==> config.mk <==
export PLATFORM = sky130hd
export DESIGN_NAME = seq_alu_flat
export DESIGN_NICKNAME = d
export VERILOG_FILES = /design/src/rtl/seq_alu_if.sv /design/src/rtl/seq_alu.sv /design/src/flat_wrapper.sv
export SDC_FILE = /design/constraint.sdc
export NUM_CORES = 1
export LEC_CHECK = 0
export CAP_MARGIN = 20
export CORE_ASPECT_RATIO = 1.1
export CORE_MARGIN = 3
export CORE_UTILIZATION = 33
export CTS_CLUSTER_DIAMETER = 80
export DETAILED_ROUTE_END_ITERATION = 10
export PLACE_DENSITY_LB_ADDON = 0.05
export SYNTH_ARGS = -nofsm -noshare
export SYNTH_HDL_FRONTEND = slang
export SYNTH_SLANG_ARGS = --single-unit
==> constraint.sdc <==
create_clock -name clk -period 3.23 [get_ports clk]
set_input_delay 0.646 -clock clk [delete_from_list [all_inputs] [get_ports clk]]
set_output_delay 0.646 -clock clk [all_outputs]
set_load 0.05 [all_outputs]
==> src/rtl/seq_alu_if.sv <==
// Request/result handshake bundle for seq_alu.
// The slave modport is the ALU side; the master modport is the requester/consumer side.
interface seq_alu_if #(
    parameter int WIDTH = 16
);
    logic             in_valid;
    logic             in_ready;
    logic [3:0]       opcode;
    logic [WIDTH-1:0] operand1;
    logic [WIDTH-1:0] operand2;
    logic             out_valid;
    logic             out_ready;
    logic [WIDTH-1:0] result;
    logic [WIDTH-1:0] result_hi;
    logic             flag_zero;
    logic             flag_carry;
    logic             flag_overflow;
    logic             flag_div0;

    modport slave (
        input  in_valid, opcode, operand1, operand2, out_ready,
        output in_ready, out_valid, result, result_hi,
        output flag_zero, flag_carry, flag_overflow, flag_div0
    );

    modport master (
        output in_valid, opcode, operand1, operand2, out_ready,
        input  in_ready, out_valid, result, result_hi,
        input  flag_zero, flag_carry, flag_overflow, flag_div0
    );
endinterface

==> src/rtl/seq_alu.sv <==
// Sequential ALU: single-cycle arithmetic/logic ops, plus an iterative shift-add
// multiplier and a restoring divider. Each takes one step per cycle.
module seq_alu #(
    parameter int WIDTH = 16
) (
    input  logic       clk,
    input  logic       reset_n,
    seq_alu_if.slave   bus
);
    localparam int CNT_W = $clog2(WIDTH + 1);

    localparam logic [3:0] OP_ADD  = 4'h0;
    localparam logic [3:0] OP_SUB  = 4'h1;
    localparam logic [3:0] OP_MUL  = 4'h2;
    localparam logic [3:0] OP_DIV  = 4'h3;
    localparam logic [3:0] OP_SHL1 = 4'h4;
    localparam logic [3:0] OP_SHR1 = 4'h5;
    localparam logic [3:0] OP_ROL1 = 4'h6;
    localparam logic [3:0] OP_ROR1 = 4'h7;
    localparam logic [3:0] OP_AND  = 4'h8;
    localparam logic [3:0] OP_OR   = 4'h9;
    localparam logic [3:0] OP_XOR  = 4'hA;
    localparam logic [3:0] OP_NOR  = 4'hB;
    localparam logic [3:0] OP_NAND = 4'hC;
    localparam logic [3:0] OP_XNOR = 4'hD;
    localparam logic [3:0] OP_GT   = 4'hE;
    localparam logic [3:0] OP_EQ   = 4'hF;

    typedef enum logic [1:0] {IDLE, MUL, DIV, DONE} state_t;

    state_t           state_q, state_d;
    logic             in_ready_q, in_ready_d;
    logic             out_valid_q, out_valid_d;
    logic [WIDTH-1:0] result_q, result_d;
    logic [WIDTH-1:0] result_hi_q, result_hi_d;
    logic             zero_q, zero_d;
    logic             carry_q, carry_d;
    logic             ovf_q, ovf_d;
    logic             div0_q, div0_d;
    logic [CNT_W-1:0] cnt_q, cnt_d;

    // Iteration datapath: a = multiplicand/divisor, b = multiplier/dividend
    // (becomes product low half / quotient), acc = product high half / remainder.
    logic [WIDTH-1:0] a_q, a_d;
    logic [WIDTH-1:0] b_q, b_d;
    logic [WIDTH-1:0] acc_q, acc_d;

    logic signed [WIDTH-1:0] op1_s, op2_s, sc_res_s;
    logic [WIDTH:0]   sum_ext;
    logic [WIDTH-1:0] sc_res;
    logic             sc_carry;
    logic             sc_ovf;

    logic [WIDTH:0]   mul_sum;
    logic [WIDTH-1:0] mul_hi_nx;
    logic [WIDTH-1:0] mul_lo_nx;
    logic [WIDTH:0]   div_shift;
    logic [WIDTH:0]   div_diff;
    logic             div_ge;
    logic [WIDTH-1:0] div_rem_nx;
    logic [WIDTH-1:0] div_quo_nx;

    assign op1_s = $signed(bus.operand1);
    assign op2_s = $signed(bus.operand2);

    always_comb begin
        sum_ext  = '0;
        sc_res   = '0;
        sc_carry = 1'b0;
        sc_ovf   = 1'b0;
        case (bus.opcode)
            OP_ADD: begin
                sum_ext  = {1'b0, bus.operand1} + {1'b0, bus.operand2};
                sc_res   = sum_ext[WIDTH-1:0];
                sc_carry = sum_ext[WIDTH];
            end
            OP_SUB: begin
                sum_ext  = {1'b0, bus.operand1} - {1'b0, bus.operand2};
                sc_res   = sum_ext[WIDTH-1:0];
                sc_carry = sum_ext[WIDTH];
            end
            OP_SHL1: begin
                sc_res   = {bus.operand1[WIDTH-2:0], 1'b0};
                sc_carry = bus.operand1[WIDTH-1];
            end
            OP_SHR1: begin
                sc_res   = {1'b0, bus.operand1[WIDTH-1:1]};
                sc_carry = bus.operand1[0];
            end
            OP_ROL1: begin
                sc_res   = {bus.operand1[WIDTH-2:0], bus.operand1[WIDTH-1]};
                sc_carry = bus.operand1[WIDTH-1];
            end
            OP_ROR1: begin
                sc_res   = {bus.operand1[0], bus.operand1[WIDTH-1:1]};
                sc_carry = bus.operand1[0];
            end
            OP_AND:  sc_res = bus.operand1 & bus.operand2;
            OP_OR:   sc_res = bus.operand1 | bus.operand2;
            OP_XOR:  sc_res = bus.operand1 ^ bus.operand2;
            OP_NOR:  sc_res = ~(bus.operand1 | bus.operand2);
            OP_NAND: sc_res = ~(bus.operand1 & bus.operand2);
            OP_XNOR: sc_res = ~(bus.operand1 ^ bus.operand2);
            OP_GT:   sc_res = {{(WIDTH-1){1'b0}}, (bus.operand1 > bus.operand2)};
            OP_EQ:   sc_res = {{(WIDTH-1){1'b0}}, (bus.operand1 == bus.operand2)};
            default: sc_res = '0;
        endcase
        sc_res_s = $signed(sc_res);
        // Signed overflow: operand signs agree (ADD) or differ (SUB) and the result sign flips.
        if (bus.opcode == OP_ADD)
            sc_ovf = ((op1_s < 0) == (op2_s < 0)) && ((sc_res_s < 0) != (op1_s < 0));
        else if (bus.opcode == OP_SUB)
            sc_ovf = ((op1_s < 0) != (op2_s < 0)) && ((sc_res_s < 0) != (op1_s < 0));
    end

    always_comb begin
        mul_sum    = {1'b0, acc_q} + (b_q[0] ? {1'b0, a_q} : {(WIDTH+1){1'b0}});
        mul_hi_nx  = mul_sum[WIDTH:1];
        mul_lo_nx  = {mul_sum[0], b_q[WIDTH-1:1]};
        div_shift  = {acc_q, b_q[WIDTH-1]};
        div_diff   = div_shift - {1'b0, a_q};
        div_ge     = ~div_diff[WIDTH];
        div_rem_nx = div_ge ? div_diff[WIDTH-1:0] : div_shift[WIDTH-1:0];
        div_quo_nx = {b_q[WIDTH-2:0], div_ge};
    end

    always_comb begin
        state_d     = state_q;
        in_ready_d  = in_ready_q;
        out_valid_d = out_valid_q;
        result_d    = result_q;
        result_hi_d = result_hi_q;
        zero_d      = zero_q;
        carry_d     = carry_q;
        ovf_d       = ovf_q;
        div0_d      = div0_q;
        cnt_d       = cnt_q;
        a_d         = a_q;
        b_d         = b_q;
        acc_d       = acc_q;
        case (state_q)
            IDLE: begin
                if (bus.in_valid) begin
                    in_ready_d = 1'b0;
                    cnt_d      = '0;
                    acc_d      = '0;
                    if (bus.opcode == OP_MUL) begin
                        a_d     = bus.operand1;
                        b_d     = bus.operand2;
                        state_d = MUL;
                    end else if (bus.opcode == OP_DIV && bus.operand2 != '0) begin
                        a_d     = bus.operand2;
                        b_d     = bus.operand1;
                        state_d = DIV;
                    end else if (bus.opcode == OP_DIV) begin
                        state_d     = DONE;
                        out_valid_d = 1'b1;
                        result_d    = '1;
                        result_hi_d = bus.operand1;
                        zero_d      = 1'b0;
                        carry_d     = 1'b0;
                        ovf_d       = 1'b0;
                        div0_d      = 1'b1;
                    end else begin
                        state_d     = DONE;
                        out_valid_d = 1'b1;
                        result_d    = sc_res;
                        result_hi_d = '0;
                        zero_d      = (sc_res == '0);
                        carry_d     = sc_carry;
                        ovf_d       = sc_ovf;
                        div0_d      = 1'b0;
                    end
                end
            end
            MUL: begin
                acc_d = mul_hi_nx;
                b_d   = mul_lo_nx;
                cnt_d = cnt_q + CNT_W'(1);
                if (cnt_q == CNT_W'(WIDTH - 1)) begin
                    state_d     = DONE;
                    out_valid_d = 1'b1;
                    result_d    = mul_lo_nx;
                    result_hi_d = mul_hi_nx;
                    zero_d      = (mul_lo_nx == '0);
                    carry_d     = 1'b0;
                    ovf_d       = (mul_hi_nx != '0);
                    div0_d      = 1'b0;
                end
            end
            DIV: begin
                acc_d = div_rem_nx;
                b_d   = div_quo_nx;
                cnt_d = cnt_q + CNT_W'(1);
                if (cnt_q == CNT_W'(WIDTH - 1)) begin
                    state_d     = DONE;
                    out_valid_d = 1'b1;
                    result_d    = div_quo_nx;
                    result_hi_d = div_rem_nx;
                    zero_d      = (div_quo_nx == '0);
                    carry_d     = 1'b0;
                    ovf_d       = 1'b0;
                    div0_d      = 1'b0;
                end
            end
            DONE: begin
                // Retiring edge only returns to IDLE; a new request waits one more edge.
                if (bus.out_ready) begin
                    state_d     = IDLE;
                    out_valid_d = 1'b0;
                    in_ready_d  = 1'b1;
                end
            end
            default: state_d = IDLE;
        endcase
    end

    always_ff @(posedge clk) begin
        if (!reset_n) begin
            state_q     <= IDLE;
            in_ready_q  <= 1'b1;
            out_valid_q <= 1'b0;
            result_q    <= '0;
            result_hi_q <= '0;
            zero_q      <= 1'b0;
            carry_q     <= 1'b0;
            ovf_q       <= 1'b0;
            div0_q      <= 1'b0;
            cnt_q       <= '0;
        end else begin
            state_q     <= state_d;
            in_ready_q  <= in_ready_d;
            out_valid_q <= out_valid_d;
            result_q    <= result_d;
            result_hi_q <= result_hi_d;
            zero_q      <= zero_d;
            carry_q     <= carry_d;
            ovf_q       <= ovf_d;
            div0_q      <= div0_d;
            cnt_q       <= cnt_d;
        end
    end

    always_ff @(posedge clk) begin
        a_q   <= a_d;
        b_q   <= b_d;
        acc_q <= acc_d;
    end

    assign bus.in_ready      = in_ready_q;
    assign bus.out_valid     = out_valid_q;
    assign bus.result        = result_q;
    assign bus.result_hi     = result_hi_q;
    assign bus.flag_zero     = zero_q;
    assign bus.flag_carry    = carry_q;
    assign bus.flag_overflow = ovf_q;
    assign bus.flag_div0     = div0_q;
endmodule

==> src/flat_wrapper.sv <==
// flat-port wrapper written by rule: the top's interface ports become plain ports
module seq_alu_flat 
#(
    parameter int WIDTH = 16
)
  (clk, reset_n, bus_in_valid, bus_opcode, bus_operand1, bus_operand2, bus_out_ready, bus_in_ready, bus_out_valid, bus_result, bus_result_hi, bus_flag_zero, bus_flag_carry, bus_flag_overflow, bus_flag_div0);
  seq_alu_if #(.WIDTH(WIDTH)) bus_i ();
  input  logic clk;
  input  logic reset_n;
  input wire logic [$bits(bus_i.in_valid)-1:0] bus_in_valid;
  input wire logic [$bits(bus_i.opcode)-1:0] bus_opcode;
  input wire logic [$bits(bus_i.operand1)-1:0] bus_operand1;
  input wire logic [$bits(bus_i.operand2)-1:0] bus_operand2;
  input wire logic [$bits(bus_i.out_ready)-1:0] bus_out_ready;
  output wire logic [$bits(bus_i.in_ready)-1:0] bus_in_ready;
  output wire logic [$bits(bus_i.out_valid)-1:0] bus_out_valid;
  output wire logic [$bits(bus_i.result)-1:0] bus_result;
  output wire logic [$bits(bus_i.result_hi)-1:0] bus_result_hi;
  output wire logic [$bits(bus_i.flag_zero)-1:0] bus_flag_zero;
  output wire logic [$bits(bus_i.flag_carry)-1:0] bus_flag_carry;
  output wire logic [$bits(bus_i.flag_overflow)-1:0] bus_flag_overflow;
  output wire logic [$bits(bus_i.flag_div0)-1:0] bus_flag_div0;
  assign bus_i.in_valid = bus_in_valid;
  assign bus_i.opcode = bus_opcode;
  assign bus_i.operand1 = bus_operand1;
  assign bus_i.operand2 = bus_operand2;
  assign bus_i.out_ready = bus_out_ready;
  assign bus_in_ready = bus_i.in_ready;
  assign bus_out_valid = bus_i.out_valid;
  assign bus_result = bus_i.result;
  assign bus_result_hi = bus_i.result_hi;
  assign bus_flag_zero = bus_i.flag_zero;
  assign bus_flag_carry = bus_i.flag_carry;
  assign bus_flag_overflow = bus_i.flag_overflow;
  assign bus_flag_div0 = bus_i.flag_div0;
  seq_alu #(.WIDTH(WIDTH)) u_core (.clk(clk), .reset_n(reset_n), .bus(bus_i));
endmodule
==> results.py, run 1 <==
metrics = {
    "synthesis": {
        "synthSimpleGateAreaFrac_pct": 18.1,
        "ys_async_sr_fraction_pct": 0,
        "yosysWarnings": 0,
        "ys_types": 90,
        "syn_inst": 1214,
        "synth.ff_latch_count": 93,
        "dominantRegCellSynth": "edfxtp_1",
        "synth-compound-area-share_pct": 30.1,
        "synthesis.area_um2": 9800,
        "synth.net_count": 1347,
        "synth_top_area_share_pct": 14.7,
        "synth_top_family_by_area": "compound AO/OA/AOI/OAI gates",
        "synthAdderAreaFrac_pct": 12.2,
        "yosysSeqAreaShare_pct": 23.9,
        "synth_top_area_cell": "edfxtp_1",
        "syn_avg_cell_area_um2": 8.08,
        "muxShareOfSynthArea_pct": 5.74,
        "synth_area_leaders": "edfxtp_1 15%, ha_1 11%, dfxtp_1 9.2%",
        "synth_edf_count": 48,
        "synth_xor_area_share_pct": 3.22,
    },
    "run_status": {
        "outcome": "complete, but fails checks",
        "violations": "negative setup slack",
    },
    "global_route": {
        "grtUsageTotal_pct": 26.0,
        "grt_busiest_layer": "met2",
        "grt_pass1_vias": 10800,
        "overflow": 0,
        "grt_pass1_wl_mm": 63.9,
        "met2_usage_pct": 43.9,
        "grtUsageMet3_pct": 1.69,
        "grt_max_degree": 46,
        "antenna_found_initial": 0,
        "gr-usage-met1_pct": 34.1,
    },
    "routing": {
        "drt-vias-per-instance": 5.51,
        "wl_per_cell_um": 21.8,
        "wirelength_mm": 42.0,
        "route.detailed.drc": 0,
        "antenna_left": 0,
        "drtIter0Drc": 746,
        "vias": 10600,
        "dr.pass1.iters": 5,
    },
    "finish": {
        "fill_cells": 2947,
        "num_antenna_cells": 0,
        "drive_above_1_share_pct": 29.2,
        "final_cells": 1929,
        "nets": 1689,
        "ff_latch_area_um2": 2340,
        "multi_input_area_um2": 7250,
        "area_growth_pct": 43.6,
    },
    "timing": {
        "worst_pin_slew_ps": 780,
        "rsz0062_at_grt": "yes",
        "max_slew_margin_pct": 47.9,
        "fin_ws_ps": -35.9,
        "hold_viol_final": 0,
        "period_share_pct": 101,
        "max_freq_ghz": 0.306,
        "fin_skew_ps": 14.7,
        "drv_slew": 0,
        "setup_viol": 5,
        "min_period_ps": 3270,
    },
    "cts": {
        "h-tree-depth": 3,
        "ctsRootBufferMaster": "clkbuf_16",
        "numCtsBuffers": 9,
        "cts_buffer_depth": 2,
        "ctsHoldBuffers": 0,
        "clk_pin_slew_worst_paths_ps": 80,
        "cts_tree": "built",
        "cts_sinks": 93,
        "insertion_delay_ps": 360,
    },
    "floorplan": {
        "start_util_pct": 33.9,
        "rows": 65,
        "dieArea_um2": 31800,
        "fp.dieH_um": 187,
        "core_area_um2": 29000,
        "ioPinCount": 78,
        "die_x_um": 170,
    },
    "worst_hold_path": {
        "hold-path-endpoint": "u_core.bus.result[7]",
        "hold_class": "reg -> reg",
        "hold_depth": 1,
        "hp-start": "u_core.bus.result[7]",
    },
    "power_and_ir_drop": {
        "powerDensity_nw_per_um2": 715,
        "p_leak_uw": 0.00604,
        "peakVddDrop_mv": 0.367,
    },
    "critical_path": {
        "r2r_cells": 16,
        "r2r_end": "u_core.bus.result_hi[8]",
        "required_ps": 3480,
        "crit_path_end_kind": "register",
        "reg2reg_slack_ps": -40,
        "r2r_start": "u_core.b_q[15]",
        "worstPathArrival_ps": 3520,
        "cp_max_fo": 3,
        "start_kind": "register",
        "path_class": "reg -> reg",
    },
    "placed_design": {
        "io_buffers": 77,
        "pre_cts_ws_ps": -845,
        "placed_cells": 1893,
        "routabilityCongestion": 0.906,
        "dp_hpwl_mm": 34.0,
    },
    "flow_run": {
        "drv_cap": 0,
    },
}
-- layout by cell type (no fill, tap or decap), drive strengths merged, types with 18 or more instances in the layout --
cell type,n
nand3,22
mux2i,48
xnor2,20
o211ai,25
o22ai,19
inv,82
ha,89
edfxtp,48
nand2,110
and2,25
clkdlybuf4s50,67
nor2b,23
nor4,18
a22oi,21
o21ai,101
dfxtp,45
nor2,73
buf,336
a21oi,75
nor3,23
-- logic make-up after synthesis --
logic type,count (synthesis)
compound gates,418
fa+ha+maj,93
buf+inv,160
flops,93
simple gates,360
xor+xnor,36
mux,54
-- per-stage QoR --
step	setup TNS (ps)	utilization (%)	cell area (um^2)	hold WS, ps	power, uW
after floorplan	0	-	9800	494	5610
after global placement	-13140	45.3	13100	489	8150
after detailed placement	-13260	45.3	13100	487	8130
after CTS	-634	47.7	13800	505	9770
after global routing	-2290	48.6	14100	528	10700
final	-100	48.6	14100	504	10100
-- critical path, stage by stage (launching register included) --
cell and delay, ps:
edfxtp_1 480, inv_2 120, ha_4 140, inv_2 30, fa_2 370, a21oi_4 150, nor2_2 70, o31ai_4 280
o211ai_1 180, buf_4 170, nand4_1 120, nand4_4 130, buf_12 170, mux2_4 310, a221oi_2 230, buf_4 150
a21oi_2 40
-- sequential cells by signal (all words and copies together), names as in the netlist --
register,flops
u_core.b_q,16
u_core.bus.result_hi,16
u_core.bus.out_valid,1
u_core.cnt_q,5
u_core.a_q,16
u_core.bus.flag_div0,1
u_core.bus.flag_overflow,1
u_core.bus.in_ready,1
u_core.state_q,2
u_core.bus.flag_zero,1
u_core.acc_q,16
u_core.bus.result,16
u_core.bus.flag_carry,1
-- synth_stat cells (8+ instances only) --
cell / n
xor2_1: 16
nand4_1: 8
dfxtp_1: 45
mux2i_1: 48
o22ai_1: 15
ha_1: 89
inv_1: 78
a221oi_1: 8
and3_1: 8
o21ai_1: 10
nor4_1: 18
o21ai_0: 89
edfxtp_1: 48
a21o_1: 16
buf_2: 23
a21oi_1: 71
o221a_1: 13
nand2_1: 110
nand2b_1: 16
xnor2_1: 20
a32oi_1: 9
or3_1: 8
o211ai_1: 24
nor2_1: 73
o211a_1: 11
o21bai_1: 10
clkbuf_1: 49
a31oi_1: 15
nor3_1: 23
a22oi_1: 21
o21a_1: 12
and2_1: 25
nor2b_1: 23
nand3_1: 22
a211oi_1: 12
-- power breakdown --
group / internal [uW] / switching, uW / leakage, uW
clock network: 553 / 501 / 0.000137
logic: 3190 / 3760 / 0.00506
registers: 1720 / 336 / 0.000842
-- repair_timing --
item,in CTS,in global routing
hold endpoints to repair,0,0
pin swaps,33,22
cloned,2,1
setup buffers,14,3
gates resized for setup,60,41
setup endpoints to repair,46,44
-- worst max-delay path by stage --
stage	startpoint	endpoint	slack (ps)	cells past startpoint
6_report	u_core.b_q[15]	u_core.bus.result_hi[8]	-40	16
5_1_grt	u_core.b_q[15]	u_core.bus.result_hi[8]	-170	16
3_5_place_dp	bus_operand1[0]	u_core.bus.flag_zero	-840	14
3_3_place_gp	bus_operand1[0]	u_core.bus.flag_zero	-820	14
4_1_cts	u_core.b_q[15]	u_core.bus.result_hi[8]	-90	16
2_1_floorplan	u_core.state_q[0]	u_core.b_q[0]	6	6
-- cell type report --
| cell class | instances | area share [%] |
|---|---|---|
| repair buffers | 411 | 24.5 |
| well taps | 368 | 3.27 |
| clock inverters | 5 | 0.302 |
| multi-input cells | 961 | 51.5 |
| flip-flops and latches | 93 | 16.6 |
| inverters | 80 | 2.13 |
| clock buffers | 11 | 1.72 |
-- metal layers --
metal	vias to the layer above	part of all wire (%)
met4	0	4.6
met1	5048	43
met3	63	3.6
met2	305	48
li1	5220	-
met5	-	0
Note: power is estimated with default switching activity, not from simulation.
==> run 2: changes to the inputs <==
CORE_UTILIZATION = 55   (was 33)
PLACE_DENSITY = 0.78   (was not set)
PLACE_DENSITY_LB_ADDON = not set   (was 0.05)
==> run 2 against run 1 <==
The flow still finishes with violations (negative setup slack). Combinational power increased by 12%. Non-clock buffer count shrank 4. Cell area shrank 0.15%. Clock skew is essentially flat. Via count grew 16%. Routed wire length up 10%. Worst hold slack lost 4.5 ps. Maximum frequency shrank 14%. Die area decreased by 39%. Largest cell class unchanged.
==> results.py, run 2 (synthesized netlist as in run 1, its figures left out) <==
metrics = {
    "power_and_ir_drop": {
        "powerDensity_nw_per_um2": 786,
        "p_leak_uw": 0.00608,
        "peakVddDrop_mv": 0.626,
    },
    "flow_run": {
        "drv_cap": 0,
    },
    "placed_design": {
        "io_buffers": 77,
        "dpl_cell_area_um2": 12700,
        "dp_hpwl_mm": 31.1,
        "routabilityCongestion": 1.10,
    },
    "worst_hold_path": {
        "hold_class": "reg -> reg",
        "hp-start": "u_core.bus.result[15]",
    },
    "finish": {
        "drive_above_1_share_pct": 31.0,
        "mostFrequentLayoutCells": "306 x buf_4, 110 x nand2_1, 87 x o21ai_0",
        "nets": 1685,
        "final_common_cell": "buf_4",
        "area_growth_pct": 43.4,
        "design_area_um2": 14100,
    },
    "routing": {
        "drt-vias-per-instance": 6.85,
        "dr.pass1.iters": 6,
        "wirelength_mm": 46.4,
        "antenna_left": 0,
        "vias": 12300,
        "drtIter0Drc": 1341,
        "route.detailed.drc": 0,
        "wl_per_cell_um": 25.9,
    },
    "critical_path": {
        "required_ps": 3470,
        "crit_path_end_kind": "register",
        "start_kind": "register",
        "r2r_start": "u_core.b_q[15]",
        "worstPathArrival_ps": 4040,
        "cp_max_fo": 5,
        "startpoint": "u_core.b_q[15]",
        "path_class": "reg -> reg",
    },
    "cts": {
        "cts_tree": "built",
        "clk_pin_slew_worst_paths_ps": 70,
        "h-tree-depth": 3,
        "numCtsBuffers": 9,
        "insertion_delay_ps": 360,
        "ctsRootBufferMaster": "clkbuf_16",
        "cts_buffer_depth": 2,
        "cts_sinks": 93,
    },
    "floorplan": {
        "die_x_um": 133,
        "start_util_pct": 56.8,
        "fp.dieH_um": 146,
        "dieArea_um2": 19500,
        "rows": 50,
        "ioPinCount": 78,
        "core_area_um2": 17300,
    },
    "run_status": {
        "outcome": "complete, but fails checks",
        "violations": "negative setup slack",
    },
    "global_route": {
        "grtUsageTotal_pct": 42.7,
        "grt_pass1_vias": 11900,
        "grt_pass1_wl_mm": 65.6,
        "overflow": 0,
        "antenna_found_initial": 3,
        "grt_max_degree": 46,
    },
    "timing": {
        "drv_slew": 0,
        "hold_slack_ps": 500,
        "worst_pin_slew_ps": 1100,
        "max_freq_ghz": 0.263,
        "rsz0062_at_grt": "yes",
        "fin_ws_ps": -577,
        "min_period_ps": 3810,
        "setup_viol": 36,
        "period_share_pct": 118,
        "max_slew_margin_pct": 26.0,
        "hold_viol_final": 0,
        "fin_skew_ps": 15.0,
    },
}
## run 2: metrics by stage
stage | total power, uW | instances | utilization, % | setup TNS (ps) | setup WS (ps)
2_1_floorplan | 5610 | 1214 | - | 0 | 6.25
4_1_cts | 9850 | 1786 | 78.9 | -2280 | -212
6_report | 11000 | 1793 | 81.4 | -15780 | -577
5_1_grt | 11400 | 1792 | 81.4 | -18460 | -651
3_5_place_dp | 7940 | 1732 | 73.7 | -17080 | -1010
3_3_place_gp | 7780 | 1732 | 73.7 | -13640 | -917
## run 2: what timing repair did
item,4_1_cts,5_1_grt
gates cloned,1,0
pin swaps,29,33
hold buffers,0,0
gates resized for setup,60,102
setup buffers,39,10
endpoints found under the setup margin,45,45
## run 2: layer usage
layer | vias up | wire, um | global-route usage (%)
met5 | - | 77 | 0
met4 | 6 | 4790 | 32.6
met3 | 369 | 5460 | 7.86
met2 | 1033 | 20100 | 69.7
met1 | 5652 | 15900 | 49.5
li1 | 5229 | - | -
## run 2: worst max-delay path, stage by stage, from the launching register on
cell	delay (ps)
edfxtp_1	590
inv_2	190
ha_4	200
inv_2	50
fa_2	400
a21oi_4	180
nor2_4	70
o31ai_2	230
buf_4	160
o211ai_1	160
a211o_1	380
nand4_4	120
buf_8	150
buf_12	140
mux2i_1	260
o21ai_1	140
o221a_1	260
## run 2: worst paths after layout
path	endpoint	slack, ps	cells past startpoint
worst max-delay path	u_core.bus.result_hi[9]	-580	16
worst max register to register	u_core.bus.result_hi[9]	-580	16
worst min-delay path	u_core.bus.result[15]	500	1
worst min register to register	u_core.bus.result[15]	500	1
## run 2: layout make-up
cell class	count	area, um^2
sequential	93	2340
fill	1082	3210
timing repair buffer	407	3390
clock inverter	4	35.0
inverter	80	300
multi-input combinational	961	7420
tap	234	293
antenna	2	5.00
clock buffer	12	279
## run 2: power breakdown
part | switching [uW] | total (uW) | internal, uW
Clock | 510 | 1140 | 628
Combinational | 4430 | 7770 | 3340
Sequential | 415 | 2130 | 1720
